[src/rtl/mem_wb_skid.sv]
// MEM/WB boundary: 2-entry skid buffer with load extraction, x0 write guard, stall counter.
// Latency: an entry accepted at edge N appears on wb_* after edge N; 1 entry/cycle when streaming.
// Backpressure: mem_ready_o is registered (low only when both entries are occupied), never combinational on wb_ready_i.
module mem_wb_skid #(
   parameter int DATA_W         = 32,
   parameter int REG_ADDR_W     = 5,
   parameter bit ZERO_REG_GUARD = 1'b1,
   parameter int CNT_W          = 16
) (
   input  logic                  clk,
   input  logic                  rst,
   input  logic                  flush_i,
   input  logic                  mem_valid_i,
   output logic                  mem_ready_o,
   input  logic                  mem_write_reg_en_i,
   input  logic [REG_ADDR_W-1:0] mem_write_reg_addr_i,
   input  logic [DATA_W-1:0]     mem_write_reg_data_i,
   input  logic                  mem_load_i,
   input  logic [1:0]            mem_load_size_i,
   input  logic                  mem_load_signed_i,
   input  logic [1:0]            mem_byte_off_i,
   input  logic [31:0]           mem_load_data_i,
   input  logic                  wb_ready_i,
   output logic                  wb_valid_o,
   output logic                  wb_write_reg_en_o,
   output logic [REG_ADDR_W-1:0] wb_write_reg_addr_o,
   output logic [DATA_W-1:0]     wb_write_reg_data_o,
   output logic [CNT_W-1:0]      wb_stall_cnt_o
);

   typedef enum logic [1:0] {
      EMPTY = 2'd0,
      ONE   = 2'd1,
      FULL  = 2'd2
   } state_t;

   typedef struct packed {
      logic                  en;
      logic [REG_ADDR_W-1:0] addr;
      logic [DATA_W-1:0]     data;
   } entry_t;

   state_t           state_q, state_d;
   entry_t           main_q, main_d;
   entry_t           skid_q, skid_d;
   entry_t           in_ent;
   logic [CNT_W-1:0] stall_cnt_q, stall_cnt_d;
   logic [DATA_W-1:0] ext;
   logic [7:0]       byte_lane;
   logic [15:0]      half_lane;
   logic             accept;
   logic             emit;

   assign mem_ready_o = (state_q != FULL);
   assign wb_valid_o  = (state_q != EMPTY);
   assign accept      = mem_valid_i & mem_ready_o;
   assign emit        = wb_valid_o & wb_ready_i;

   // Main entry is kept zeroed whenever it is not holding data, so EMPTY drives all-zero outputs.
   assign wb_write_reg_en_o   = main_q.en;
   assign wb_write_reg_addr_o = main_q.addr;
   assign wb_write_reg_data_o = main_q.data;
   assign wb_stall_cnt_o      = stall_cnt_q;

   assign byte_lane = mem_load_data_i[{mem_byte_off_i, 3'b000} +: 8];
   assign half_lane = mem_byte_off_i[1] ? mem_load_data_i[31:16] : mem_load_data_i[15:0];

   // Load-data extraction: fill the whole word with the extension bit, then overlay the lane.
   always_comb begin
      ext = '0;
      case (mem_load_size_i)
         2'b00: begin
            ext      = {DATA_W{mem_load_signed_i & byte_lane[7]}};
            ext[7:0] = byte_lane;
         end
         2'b01: begin
            ext       = {DATA_W{mem_load_signed_i & half_lane[15]}};
            ext[15:0] = half_lane;
         end
         default: begin
            ext       = {DATA_W{mem_load_signed_i & mem_load_data_i[31]}};
            ext[31:0] = mem_load_data_i;
         end
      endcase
   end

   // Build the entry to capture; writes to register 0 keep addr/data but lose their enable.
   always_comb begin
      in_ent      = '0;
      in_ent.addr = mem_write_reg_addr_i;
      in_ent.data = mem_load_i ? ext : mem_write_reg_data_i;
      in_ent.en   = mem_write_reg_en_i &
                    ~(ZERO_REG_GUARD && (mem_write_reg_addr_i == '0));
   end

   // Skid-buffer next state; flush dominates any handshake in the same cycle.
   always_comb begin
      state_d = state_q;
      main_d  = main_q;
      skid_d  = skid_q;
      if (flush_i) begin
         state_d = EMPTY;
         main_d  = '0;
         skid_d  = '0;
      end else begin
         case (state_q)
            EMPTY: begin
               if (accept) begin
                  state_d = ONE;
                  main_d  = in_ent;
               end
            end
            ONE: begin
               if (accept && emit) begin
                  main_d = in_ent;
               end else if (accept) begin
                  state_d = FULL;
                  skid_d  = in_ent;
               end else if (emit) begin
                  state_d = EMPTY;
                  main_d  = '0;
               end
            end
            FULL: begin
               if (emit) begin
                  state_d = ONE;
                  main_d  = skid_q;
                  skid_d  = '0;
               end
            end
            default: begin
               state_d = EMPTY;
               main_d  = '0;
               skid_d  = '0;
            end
         endcase
      end
   end

   // Saturating count of cycles where writeback holds off a valid entry.
   always_comb begin
      stall_cnt_d = stall_cnt_q;
      if (wb_valid_o && !wb_ready_i && (stall_cnt_q != {CNT_W{1'b1}})) begin
         stall_cnt_d = stall_cnt_q + CNT_W'(1);
      end
   end

   // State and storage registers; reset clears everything including the stall counter.
   always_ff @(posedge clk) begin
      if (rst) begin
         state_q     <= EMPTY;
         main_q      <= '0;
         skid_q      <= '0;
         stall_cnt_q <= '0;
      end else begin
         state_q     <= state_d;
         main_q      <= main_d;
         skid_q      <= skid_d;
         stall_cnt_q <= stall_cnt_d;
      end
   end

endmodule

[config.mk]
export PLATFORM = sky130hd
export DESIGN_NAME = mem_wb_skid
export DESIGN_NICKNAME = d
export VERILOG_FILES = /design/src/rtl/mem_wb_skid.sv
export SDC_FILE = /design/constraint.sdc
export NUM_CORES = 1
export LEC_CHECK = 0
export CORE_MARGIN = 4
export CORE_UTILIZATION = 44
export CTS_BUF_LIST = sky130_fd_sc_hd__clkbuf_16
export CTS_CLUSTER_DIAMETER = 50
export DETAILED_ROUTE_END_ITERATION = 6
export GPL_TIMING_DRIVEN = 0
export MAX_ROUTING_LAYER = met4
export PLACE_DENSITY = 0.88
export REMOVE_ABC_BUFFERS = 1
export SYNTH_ARGS = -nofsm -noshare
export SYNTH_HDL_FRONTEND = slang
export SYNTH_SLANG_ARGS = --single-unit
[constraint.sdc]
create_clock -name clk -period 1.9 [get_ports clk]
set_input_delay 0.285 -clock clk [delete_from_list [all_inputs] [get_ports clk]]
set_output_delay 0.285 -clock clk [all_outputs]
set_load 0.01 [all_outputs]
Word level (Yosys, flattened, before mapping)

Index checks and enable logic that the tools add are counted.

Bits in registers: 94
Input port bits: 81
Output and inout bits: 56
Logic and storage cells: 58

Add/subtract/negate cells: 1
Equal/unequal tests: 12
Shift-type cells: 1
Multiplexer cells: 17
Bitwise gates (word level): 7
Reduce and logical (&&, ||, !) cells: 12

Operators by type and width:

| operator                                            | count |
|---|---|
| 2-to-1 mux 38 bit                                   | 6 |
| one-hot mux 38 bit (3 select lines)                 | 2 |
| one-hot mux 32 bit (2 select lines)                 | 1 |
| 2-to-1 mux 32 bit                                   | 1 |
| indexed part select 32 x 6 -> 8 bit                 | 1 |
| adder 16 x 1 -> 16 bit, second input constant       | 1 |
| 2-to-1 mux 16 bit                                   | 1 |
| != test 16 bit, second input constant               | 1 |
| AND reduction 4 bit                                 | 3 |
| 2-to-1 mux 2 bit                                    | 5 |
| != test 2 bit, second input constant                | 5 |
| != test 3 bit, second input constant                | 3 |
| one-hot mux 2 bit (3 select lines)                  | 1 |
| bitwise AND 1 bit                                   | 5 |
| logical NOT 5 bit                                   | 1 |
| equality test 2 x 1 -> 1 bit, second input constant | 2 |
| logical NOT 2 bit                                   | 2 |
| logical AND 1 bit                                   | 3 |
| equality test 2 bit, second input constant          | 1 |
| inverter 1 bit                                      | 2 |
| nonzero test 2 bit                                  | 1 |
| OR reduction 2 bit                                  | 1 |
| logical NOT 1 bit                                   | 1 |

Logic depth before layout (Yosys ltp)

Depth after elaboration: 7
Mapped depth: 9
Mapped depth without buffers: 5

Worst setup path after synthesis

Ideal clock, no wire load.

Kind: input port to flip-flop
Start point: input mem_load_size_i[0]
End point: register main_q (netlist bit wb_write_reg_data_o[19])
Library setup time: 0.058 ns
Arrival: 1.737 ns
Data required time: 1.842 ns
Slack: 0.105 ns
Cell stages on the path: 7
Buffers on the path: 2
Path through: buf_6 -> or3_1 -> o22a_2 -> a211o_1 -> buf_6 -> a21oi_1 -> a221o_2

Word-level cells in the longest chain between the ends: 5
Elaborated cells between the ends (all ways): 7
Those cells by class: eq/ne (1); mux (5); reduce/logical (1)

RTL lines:

| element                                                                  | RTL line | RTL |
|---|---|---|
| start: declaration                                                       | 19       | `input logic [1:0] mem_load_size_i,` |
| equality test 2 x 1 -> 1 bit / logical NOT 2 bit (equally long branches) | 71       | `case (mem_load_size_i)` |
| one-hot mux 32 bit (2 select lines) (*)                                  | 71       |  |
| 2-to-1 mux 32 bit (*)                                                    | 91       | `in_ent.data = mem_load_i ? ext : mem_write_reg_data_i;` |
| 2-to-1 mux 38 bit, on equally long branches                              | 114, 108 |  |
| one-hot mux 38 bit (3 select lines) (*)                                  | 106      | `case (state_q)` |
| end signal: assignment                                                   | 157      | `main_q <= main_d;` |
| end: declaration                                                         | 44       | `entry_t main_q, main_d;` |

Mark *: on every way between the ends. The rest lies on a longest branch, timed or not. The select of a mux whose other input is x is not followed.
A chain may end at the register's enable or synchronous reset.

Worst setup path after layout

Start point: register state_q[1]
End point: register skid_q[23] (netlist name)

Word-level cells in the longest chain between the ends: 5
Elaborated cells between the ends (all ways): 14
Those cells by class: eq/ne (6); mux (1); bitwise (3); reduce/logical (4)

RTL lines:

| element                                                    | RTL line | RTL |
|---|---|---|
| start: declaration                                         | 43       | `state_t state_q, state_d;` |
| start signal: assignment                                   | 156      | `state_q <= state_d;` |
| != test 2 bit / nonzero test 2 bit (equally long branches) | 54, 55   |  |
| bitwise AND 1 bit, on equally long branches                | 56, 57   |  |
| logical AND 1 bit                                          | 114      | `if (accept && emit) begin` |
| != test 2 bit (no source line)                             | n/a      |  |
| AND reduction 4 bit (no source line)                       | n/a      |  |
| end signal: assignment                                     | 158      | `skid_q <= skid_d;` |
| end: declaration                                           | 45       | `entry_t skid_q, skid_d;` |

Several ways; a longest one is shown, not always the timed one.

==> results.rst <==
.. list-table::
   :header-rows: 1

   * - Metric
     - Value
   * - Outcome
     - finished clean
   * - Slack of the worst reg-to-reg path
     - 0.03 ns
   * - DRC violations left
     - 0
   * - Power after layout
     - 4.540 mW
   * - Worst Hold Class
     - input pin to flip-flop
   * - Mux share of post-synthesis cell area
     - 2.674%
   * - Worst-case reg-to-reg path depth
     - 5
   * - Seq cells post-synth
     - 94
   * - Number of search-and-repair iterations in the first detailed-routing pass
     - 7
   * - Minimum period implied by the final worst setup slack
     - 1.872 ns
   * - Yosys synthesis warning count
     - 0
   * - Class of the most critical setup path
     - flip-flop to flip-flop
   * - Bufs on Longest Clock Path
     - 2
   * - Violation count after the first detailed-routing iteration
     - 478
   * - Placed wire-length estimate
     - 11090 um
   * - Share of power burned in registers
     - 44.9%
   * - Post-synthesis instance total
     - 587
   * - Utilization of the core after routing
     - 62.73%
   * - Share of the cycle needed by the critical path after routing
     - 98.51%
   * - Port Buf Inserts
     - 136
   * - Actual slew at the worst max-slew pin
     - 0.6657 ns
   * - Clock Latency Late Sink
     - 0.34 ns
   * - Largest fanout of any net on the critical path
     - 21
   * - Total net switching power
     - 1.162 mW
   * - Adder and majority cell fraction of the synthesized area
     - 0.2546%
   * - Arrival time at the worst endpoint
     - 2.16 ns
   * - Core area
     - 10890 um^2
   * - Design internal power
     - 3.378 mW
   * - Row Count
     - 38
   * - Endpoints failing setup
     - 0
   * - Clk root buf
     - clkbuf_16
   * - Post-synthesis cell area
     - 4913 um^2
   * - Slowest library cell on the worst path
     - nand3_2
   * - Post-route setup TNS
     - 0 ns
   * - Synthesized area per cell
     - 8.370 um^2
   * - Delay-heaviest family, CP
     - simple AND/OR/NAND/NOR gates
   * - IR Drop Worst-Case VDD
     - 367.1 uV
   * - Gp weighted congestion
     - 0.8610
   * - Die height
     - 113.7 um
   * - Crit path largest cell delay
     - 0.45 ns
   * - Final Hold Fails
     - 0
   * - Max-slew headroom
     - 55.53%
   * - Hold Path Origin
     - rst
   * - First-pass GRT wire length
     - 26490 um
   * - Number of distinct library cell variants in the gate-level netlist after synthesis
     - 60
   * - Total vias in the final route
     - 5326
   * - Hold Buf Count CTS
     - 0
   * - Via count of the first global-routing pass
     - 5253
   * - Area enclosed by the die boundary
     - 12920 um^2
   * - Share of post-route cells with drive strength above 1
     - 11.85%
   * - Crit-path cells
     - nand2b_1 > nor2_2 > nand3_2 > a21oi_1 > a21o_1
   * - Nets@finish
     - 786
   * - Instance area after placement
     - 6276 um^2
   * - Clock transition at path regs
     - 0.07 ns
   * - H-tree levels
     - 3
   * - Sequential element share of the synthesized area
     - 38.30%
   * - Starting Density
     - 45.13%
   * - Final ANT Viol Nets
     - 0
   * - Slew Limit Fails
     - 0
   * - Proportion of synthesized flip-flops having asynchronous set or reset
     - 0%
   * - Pin count of the biggest net entering global routing
     - 49
   * - Post-synth top flop
     - dfxtp_1
   * - CP Data Required Time
     - 2.19 ns
   * - Endpoint of the lowest-slack register-to-register path
     - skid_q[23]
   * - Post-synthesis share of cell area spent on xor and xnor gates
     - 2.674%
   * - Diodes inserted
     - 0
   * - End of the worst hold path
     - wb_stall_cnt_o[8]
   * - Switching part of the total power
     - 25.60%
   * - Power density normalized to cell area
     - 664.7 nW/um^2
   * - Compound-cell area share of the yosys netlist
     - 33.05%
   * - RSZ-0062 raised after global routing
     - yes
   * - Worst path buffer plus inverter count
     - 0
   * - Number of flops mapped to enable cells by yosys
     - 0
   * - Clock power frac
     - 38.4%
   * - Peak clock frequency supported by timing
     - 0.5343 GHz
   * - Relative contribution of combinational cells to total power
     - 16.7%
   * - Number of antenna violations at the first check in global routing
     - 0
   * - Endpoint kind of the worst setup timing path
     - flip-flop
   * - Number of I/O pins
     - 137
   * - Main combinational cell family by area after synthesis
     - compound AO/OA/AOI/OAI gates
   * - CTS tree
     - yes
   * - Startpoint type of the worst setup path
     - flip-flop
   * - Clock buffers created by TritonCTS
     - 9
   * - Routed length per placed instance
     - 20.10 um
   * - Vias per cell
     - 6.273
   * - Simple-gate area share of the yosys netlist
     - 17.85%
   * - Final Skew
     - 0.007747 ns
   * - Clock Sinks
     - 94
   * - Fin area
     - 6830 um^2
   * - Total length of routed wires
     - 17070 um
   * - Origin of the critical flop-to-flop path
     - state_q[1]
   * - Maximum Capacitance Violations
     - 0
   * - Static Leak
     - 2.633 nW
   * - Relative area change from synthesis to final layout
     - 39.01%
   * - Sum of overflow across all layers after global routing
     - 0
   * - Overall global routing resource usage
     - 26.48%
   * - Worst hold path cell count
     - 2
   * - Die width
     - 113.7 um
==> worst max path at each step <==
stage,start,to,cells after the start
after floorplan,state_q[1],wb_write_reg_data_o[10],5
after global placement,rst,skid_q[7],5
after detailed placement,mem_load_size_i[1],wb_write_reg_data_o[30],6
after CTS,state_q[1],skid_q[1],5
after global routing,wb_stall_cnt_o[12],wb_stall_cnt_o[9],5
final,state_q[1],skid_q[23],5
==> power by group through the flow <==
stage / Combinational [mW] / Sequential, mW / Clock [mW]
after floorplan: 0.272 / 2.09 / 0
after global placement: 0.656 / 2.08 / 0
after detailed placement: 0.678 / 2.08 / 0
after CTS: 0.723 / 2.04 / 1.78
after global routing: 0.809 / 2.04 / 1.84
final: 0.759 / 2.04 / 1.74
==> cell families (layout without fill, tap and decap cells) <==
kind of cell               after synthesis  count (layout)
AOI/OAI and AO/OA                      241             243
and+or+nand+nor                        169             172
DFF                                     94              94
buffers and inverters                   55             172
xor gates and xnor gates                15              15
muxes                                   12              12
adders and majority gates                1               1
==> through the flow <==
step,hold slack [ns],setup slack (ns),cells
floorplan,0.3574,-0.5216,540
global placement,0.4328,-1.831,816
detailed placement,0.4400,-1.782,818
CTS,0.4566,0.02080,842
global route,0.4141,-0.008819,849
finish,0.3877,0.02840,849
==> timing repair <==
item,in CTS,in global routing
pin swaps,4,6
buffers inserted,4,5
gates cloned,4,2
resized for setup,57,9
setup endpoints to repair,85,64
==> worst reg2reg max path: stages, from the launching register on <==
cell	delay, ns
dfxtp_4	0.41
nand2b_1	0.23
nor2_2	0.35
nand3_2	0.45
a21oi_1	0.27
a21o_1	0.10
==> synthesized netlist by cell type (all sizes together) (10+ instances only) <==
master,number,area (um^2)
a21o,22,165.2
a21oi,74,370.4
a221o,17,187.7
a22o,10,87.58
a22oi,12,90.09
and3,24,150.1
buf,13,96.33
clkbuf,34,128.9
dfxtp,94,1882
nand2,31,116.4
nand2b,12,75.07
nor2,50,187.7
nor2b,10,62.56
o21ai,49,245.2
o221ai,10,87.58
xnor2,10,87.58
==> placed cells by master (no fill, tap or decap), types with 4 or more instances in the layout <==
cell type,n
buf_4,9
and3_1,24
mux2_2,9
a221o_2,14
clkbuf_16,9
a21oi_1,74
nor2b_1,7
nand2_1,31
a22o_1,10
o211ai_1,4
inv_1,9
xor2_1,5
nor2_1,47
a222oi_1,5
nand4_1,6
o21ai_0,49
a211oi_1,6
o221ai_1,10
xnor2_1,10
o31ai_1,5
clkdlybuf4s50_1,127
and2_1,4
dfxtp_1,92
a31oi_1,6
nand2b_1,12
nor3_1,4
or4b_2,4
a21o_1,22
a22oi_1,12
o22ai_1,4
==> area by class of cell <==
type	instances	area [um^2]
inverters	8	33.78
flip-flops and latches	94	1889
clock inverters	7	57.56
well taps	140	175.2
fillers	913	4058
repair buffers	147	1494
multi-input cells	443	2948
clock buffers	9	225.2
repair inverters	1	7.507
==> sequential cells by signal, summed over array words and instances (netlist names) <==
name and cells:
wb_write_reg_data_o 32, wb_write_reg_en_o 1, state_q 2, skid_q 38, wb_stall_cnt_o 16, wb_write_reg_addr_o 5
==> layer usage <==
metal / GRT usage [%] / wire length (um) / share of wire (%) / vias up
met1: 31.44 / 6935 / 41 / 2533
met2: 42.13 / 7962 / 47 / 295
met4: 13.54 / 662 / 3.9 / 0
met5: - / 0 / 0 / -
li1: - / - / - / 2450
met3: 5.942 / 1505 / 8.8 / 48
(Power assumes the default switching activity.)
